### src/rtl/rf_write_arbiter.sv
// Round-robin arbiter sharing the register file write port between ALU (port 0)
// and load/store (port 1) writeback, with a staged write and forwarding flags.
module rf_write_arbiter #(
  parameter int DW = 32,
  parameter int AW = 5
) (
  input  logic          CLK,
  input  logic          RES,
  input  logic          V0_WB,
  input  logic [AW-1:0] A0_WB,
  input  logic [DW-1:0] D0_WB,
  output logic          R0_WB,
  input  logic          V1_WB,
  input  logic [AW-1:0] A1_WB,
  input  logic [DW-1:0] D1_WB,
  output logic          R1_WB,
  input  logic [AW-1:0] RA_RF,
  input  logic [AW-1:0] RB_RF,
  output logic [AW-1:0] RW_RF,
  output logic [DW-1:0] DW_RF,
  output logic          WE_RF,
  output logic          FWD_A,
  output logic          FWD_B,
  output logic          PRI
);

  logic          pri_q, pri_d;
  logic [AW-1:0] rw_q, rw_d;
  logic [DW-1:0] dw_q, dw_d;
  logic          we_q, we_d;
  logic          gnt0, gnt1;

  // Ready doubles as grant; held low during reset so nothing is accepted.
  always_comb begin
    gnt0 = 1'b0;
    gnt1 = 1'b0;
    if (!RES) begin
      if (V0_WB && V1_WB) begin
        gnt0 = !pri_q;
        gnt1 = pri_q;
      end else begin
        gnt0 = V0_WB;
        gnt1 = V1_WB;
      end
    end
  end

  always_comb begin
    pri_d = pri_q;
    rw_d  = rw_q;
    dw_d  = dw_q;
    we_d  = 1'b0;
    if (gnt0) begin
      pri_d = 1'b1;
      rw_d  = A0_WB;
      dw_d  = D0_WB;
      we_d  = (A0_WB != '0);
    end else if (gnt1) begin
      pri_d = 1'b0;
      rw_d  = A1_WB;
      dw_d  = D1_WB;
      we_d  = (A1_WB != '0);
    end
  end

  always_ff @(posedge CLK or posedge RES) begin
    if (RES) begin
      pri_q <= 1'b0;
      rw_q  <= '0;
      dw_q  <= '0;
      we_q  <= 1'b0;
    end else begin
      pri_q <= pri_d;
      rw_q  <= rw_d;
      dw_q  <= dw_d;
      we_q  <= we_d;
    end
  end

  // The staged write is not yet in the array, so readers of that register must bypass.
  assign FWD_A = we_q && (rw_q == RA_RF) && (RA_RF != '0);
  assign FWD_B = we_q && (rw_q == RB_RF) && (RB_RF != '0);

  assign R0_WB = gnt0;
  assign R1_WB = gnt1;
  assign RW_RF = rw_q;
  assign DW_RF = dw_q;
  assign WE_RF = we_q;
  assign PRI   = pri_q;

endmodule

### config.mk
export PLATFORM = sky130hd
export DESIGN_NAME = rf_write_arbiter
export DESIGN_NICKNAME = d
export VERILOG_FILES = /design/src/rtl/rf_write_arbiter.sv
export SDC_FILE = /design/constraint.sdc
export NUM_CORES = 1
export LEC_CHECK = 0
export ABC_CLOCK_PERIOD_IN_PS = 4500
export CORE_ASPECT_RATIO = 0.7
export CORE_UTILIZATION = 41
export DETAILED_ROUTE_END_ITERATION = 16
export PLACE_DENSITY = 0.92
export SETUP_SLACK_MARGIN = 0.1
export SLEW_MARGIN = 20
export SYNTH_ARGS = -nofsm -noshare
export SYNTH_HDL_FRONTEND = slang
export SYNTH_SLANG_ARGS = --single-unit
### constraint.sdc
create_clock -name CLK -period 4.5 [get_ports CLK]
set_clock_uncertainty 0.05 [all_clocks]
set_input_delay 0.45 -clock CLK [delete_from_list [all_inputs] [get_ports CLK]]
set_output_delay 0.45 -clock CLK [all_outputs]
set_load 0.02 [all_outputs]
# == Word level (Yosys, flattened, before mapping) ==
# Index checks and enable logic that the tools add are counted.
# word_totals
register_bits,39
inputBits,88
output_inout_bits,43
wordCells,29
# classes
n_eq_ne,2
muxes,12
reduce_logical,11
# ops
operator,count
32-bit two-way mux,2
5-bit nonzero test,4
5-bit equality test,2
5-bit two-way mux,2
1-bit two-way mux,8
1-bit logical AND,5
2-bit nonzero test,1
1-bit zero test,1

# == Depth between registers and ports, before layout ==
# depth
depth_word,5
ltp_mapped,5
ltp_nobuf,3

# == Worst setup path before layout ==
# No wires, ideal clock.
# synth_timing
path_type,input to register
start,in RES
end,"reg dw_q[31], in the netlist DW_RF[31]"
setup_ns,0.083
t_arrival_ns,2.305
required_ns,4.367
slack_ns,2.062
cell_stages,4
path_buffers,1
cell_sequence,inv_2 clkbuf_1 o2111ai_1 a31oi_1
# synth_between
elab_chain_len,2
elab_cells_between_ends,4
classes_between,3 x mux; 1 x reduce/logical
# synth_rtl
element,line_no,source
"start, declared",8,"input logic RES,"
1-bit two-way mux,37,if (!RES) begin
32-bit two-way mux / 2-bit nonzero test (equally long branches),--,
"end signal, assigned",75,dw_q <= dw_d;
"end, declared",29,"logic [DW-1:0] dw_q, dw_d;"
# Parallel ways exist; a longest one is shown, timed or not.
# A chain may end at the register's enable or synchronous reset.

# == Worst setup path after layout ==
# layout_timing
start,in V0_WB
end,out R1_WB
# layout_between
elab_chain_len,3
# layout_rtl
element,line_no,source
"start, declared",9,"input logic V0_WB,"
1-bit logical AND,38,if (V0_WB && V1_WB) begin
1-bit two-way mux,38,
1-bit two-way mux,37,
"end, declared",16,"output logic R1_WB,"
# Every way passes these cells.

==> results_tabular.tex <==
\begin{tabular}{lr}
\hline
Metric & Value \\
\hline
\multicolumn{2}{l}{\textbf{Synth}} \\
Syn Area/Cell & 8.82 µm² \\
Warning count from the yosys run & 0 \\
Most used flip-flop cell after synthesis & dfrtp\_1 \\
Mapped Nets & 340 \\
Number of enable flip-flop cells after synthesis & 0 \\
Cell area after synthesis & 2220 µm² \\
Sequential element share of the synthesized area & 43.9\% \\
Post-synthesis cell type with the largest combined area & dfrtp\_1 \\
Share of synthesized registers carrying an async set or reset & 100\% \\
Cell variety after synth & 26 \\
Share of the synthesized area in the top cell type & 43.9\% \\
Synthesized flop and latch total & 39 \\
Synthesized netlist cell count & 252 \\
Cell types with the largest area share after synthesis & dfrtp\_1 44\%, o2111ai\_1 15\%, a31oi\_1 10\% \\
\multicolumn{2}{l}{\textbf{Critical path}} \\
Crit Path Max Fanout & 23 \\
Type of origin of the critical path & input pin \\
Most used cell, CP & clkdlybuf4s50\_1 \\
CP endpoint kind & primary output \\
Setup slack of the worst register-to-register path & 2.97 ns \\
Data arrival time at the worst-slack endpoint & 2.51 ns \\
Cell chain of the critical path & clkdlybuf4s50\_1 -> buf\_4 -> a211oi\_1 -> clkdlybuf4s50\_1 \\
Critical path data required time & 4.00 ns \\
Worst reg2reg startpoint & PRI \\
Critical path start-end classification & input pin to primary output \\
Max stage delay cell, worst path & clkdlybuf4s50\_1 \\
Worst setup path startpoint & V0\_WB \\
Delay of the slowest cell on the worst path & 0.76 ns \\
\multicolumn{2}{l}{\textbf{Clock tree}} \\
Clock Sink Count & 39 \\
Clock insertion delay at the later pin of the skew report & 0.29 ns \\
Number of buffers inserted by post-CTS setup repair & 0 \\
Number of CTS-inserted buffers & 5 \\
Post-CTS resize count & 0 \\
Clock tree root buffer cell & clkbuf\_8 \\
Maximum buffer depth of the clock tree & 2 \\
CTS HTree Levels & 2 \\
CTS Hold Buffers Added & 0 \\
TritonCTS clock tree & done \\
Clock slew at reported path FFs & 0.07 ns \\
\multicolumn{2}{l}{\textbf{Detailed routing}} \\
First-pass iteration count of the detailed router & 4 \\
Vias per cell & 5.68 \\
Per-cell routed wire length & 16.2 µm \\
Count of vias placed by the detailed router & 2465 \\
Post-route DRC & 0 \\
Post-detailed-route count of antenna-violating nets & 0 \\
Number of design-rule violations left by the first detailed-router iteration & 133 \\
Final wirelength & 7050 µm \\
\multicolumn{2}{l}{\textbf{GRT}} \\
Wire length of the first global-routing pass & 11400 µm \\
Number of global-route vias before repair & 2226 \\
Pin count of the biggest net entering global routing & 53 \\
Antenna violations before repair & 0 \\
Total global-route track usage & 25.1\% \\
Grt total ovfl & 0 \\
\multicolumn{2}{l}{\textbf{STA}} \\
Final hold vios & 0 \\
Unrepaired setup endpoints after global routing & no \\
Hold slack & 0.504 ns \\
Max Clk Rate & 333 MHz \\
Slew HR & 37.6\% \\
Number of slew-limit violations in the final report & 0 \\
Slew at the pin closest to its max-slew limit & 0.934 ns \\
Final setup slack of the worst path & 1.49 ns \\
Ratio of final minimum period to clock period & 66.8\% \\
Number of setup violations in the final report & 0 \\
Sum of negative setup slack & 0 ns \\
Final critical-path required period & 3.01 ns \\
\multicolumn{2}{l}{\textbf{Die}} \\
Core box area & 5230 µm² \\
Die Y-Extent & 63.6 µm \\
DIE AREA & 5730 µm² \\
Die X & 90.0 µm \\
Initial Util & 42.5\% \\
Boundary pin count & 131 \\
Row count & 22 \\
\multicolumn{2}{l}{\textbf{Power and ir drop}} \\
Maximum resistive drop on vdd & 168 µV \\
Leak pwr & 0.00127 µW \\
Power per cell area & 304 nW/µm² \\
Tot Pwr & 1090 µW \\
\multicolumn{2}{l}{\textbf{Place}} \\
Detail Placement HPWL & 4790 µm \\
Port bufs & 130 \\
Worst slack at placement & 1.52 ns \\
Last weighted congestion value of the routability-driven placer & 0.750 \\
\multicolumn{2}{l}{\textbf{Run status}} \\
Status & completed \\
\multicolumn{2}{l}{\textbf{Hold path}} \\
Hold Path Class & flop to flop \\
HP Start & DW\_RF[28] \\
\multicolumn{2}{l}{\textbf{Cells and area}} \\
Fraction of layout instances using a drive strength above 1 & 4.42\% \\
Antenna cells & 0 \\
P\&R area growth vs syn & 61.7\% \\
Commonest non-fill, non-tap cells in the layout & 130 x clkdlybuf4s50\_1, 39 x dfrtp\_1, 38 x nor2\_1, 37 x o2111ai\_1, 37 x a31oi\_1 \\
Number of nets in the layout & 449 \\
Count of fill cells added during filler insertion & 428 \\
Most common cell after layout, fill and taps aside & clkdlybuf4s50\_1 \\
\multicolumn{2}{l}{\textbf{Run}} \\
Number of max-cap violations & 0 \\
\hline
\end{tabular}
[sequential cells by signal, summed over array words and instances, names as in the netlist]
| signal | count |
|---|---|
| RW_RF | 5 |
| PRI | 1 |
| WE_RF | 1 |
| DW_RF | 32 |
[report_power, final]
part           internal, µW  switching [µW]  total (µW)
registers               399            36.9         436
clock network           140             117         257
logic                   202             197         399
[final cells by class]
cell class              instances  area, µm²  area share, %
inverters                       3       11.3          0.313
well taps                      72       90.1           2.51
flip-flops and latches         39        976           27.1
repair buffers                134       1330           37.0
multi-input cells             178       1090           30.2
clock buffers                   8        100           2.78
[routing by layer]
metal | share of wire (%) | track usage [%] | vias to the layer above | wire length, µm
met3 | 6.3 | 5.19 | 6 | 444
li1 | - | - | 1195 | -
met4 | 0.55 | 4.84 | 0 | 39
met5 | 0 | 0 | - | 0
met2 | 47 | 40.2 | 107 | 3290
met1 | 46 | 35.2 | 1157 | 3270
[per-stage QoR]
stage / area (µm²) / cells / utilization, %
global route: 3590 / 434 / 68.7
CTS: 3590 / 434 / 68.7
detailed placement: 3490 / 426 / 66.8
global placement: 3490 / 426 / 66.8
finish: 3590 / 434 / 68.7
floorplan: 2220 / 252 / -
[cell families (layout without fill, tap and decap cells)]
family	after synthesis	count (layout)	share of synthesized area, %
compound gates	118	118	35.7
simple gates	52	52	9.96
flops	39	39	43.9
buf+inv	35	145	7.26
xor+xnor	8	8	3.15
[synthesized netlist by cell type (3+ instances only)]
| cell | n |
|---|---|
| a211oi_1 | 3 |
| a31oi_1 | 37 |
| buf_1 | 4 |
| buf_2 | 6 |
| clkbuf_1 | 19 |
| dfrtp_1 | 39 |
| inv_2 | 3 |
| nand2_1 | 4 |
| nor2_1 | 38 |
| o2111ai_1 | 37 |
| o21ai_0 | 27 |
| o21ai_1 | 11 |
| xnor2_1 | 8 |
[critical path, delay by kind of cell]
family                 cells  cell delay, ns
AO/OA/AOI/OAI              1            0.24
buffers and inverters      3            1.81
[final timing paths]
check                            end  cells past startpoint
max                            R1_WB                      4
min                        DW_RF[28]                      2
max reg2reg                    WE_RF                      3
min reg2reg                DW_RF[28]                      2
max in group asynchronous   DW_RF[7]                      3
min in group asynchronous   RW_RF[0]                      2
(Power assumes the default switching activity.)
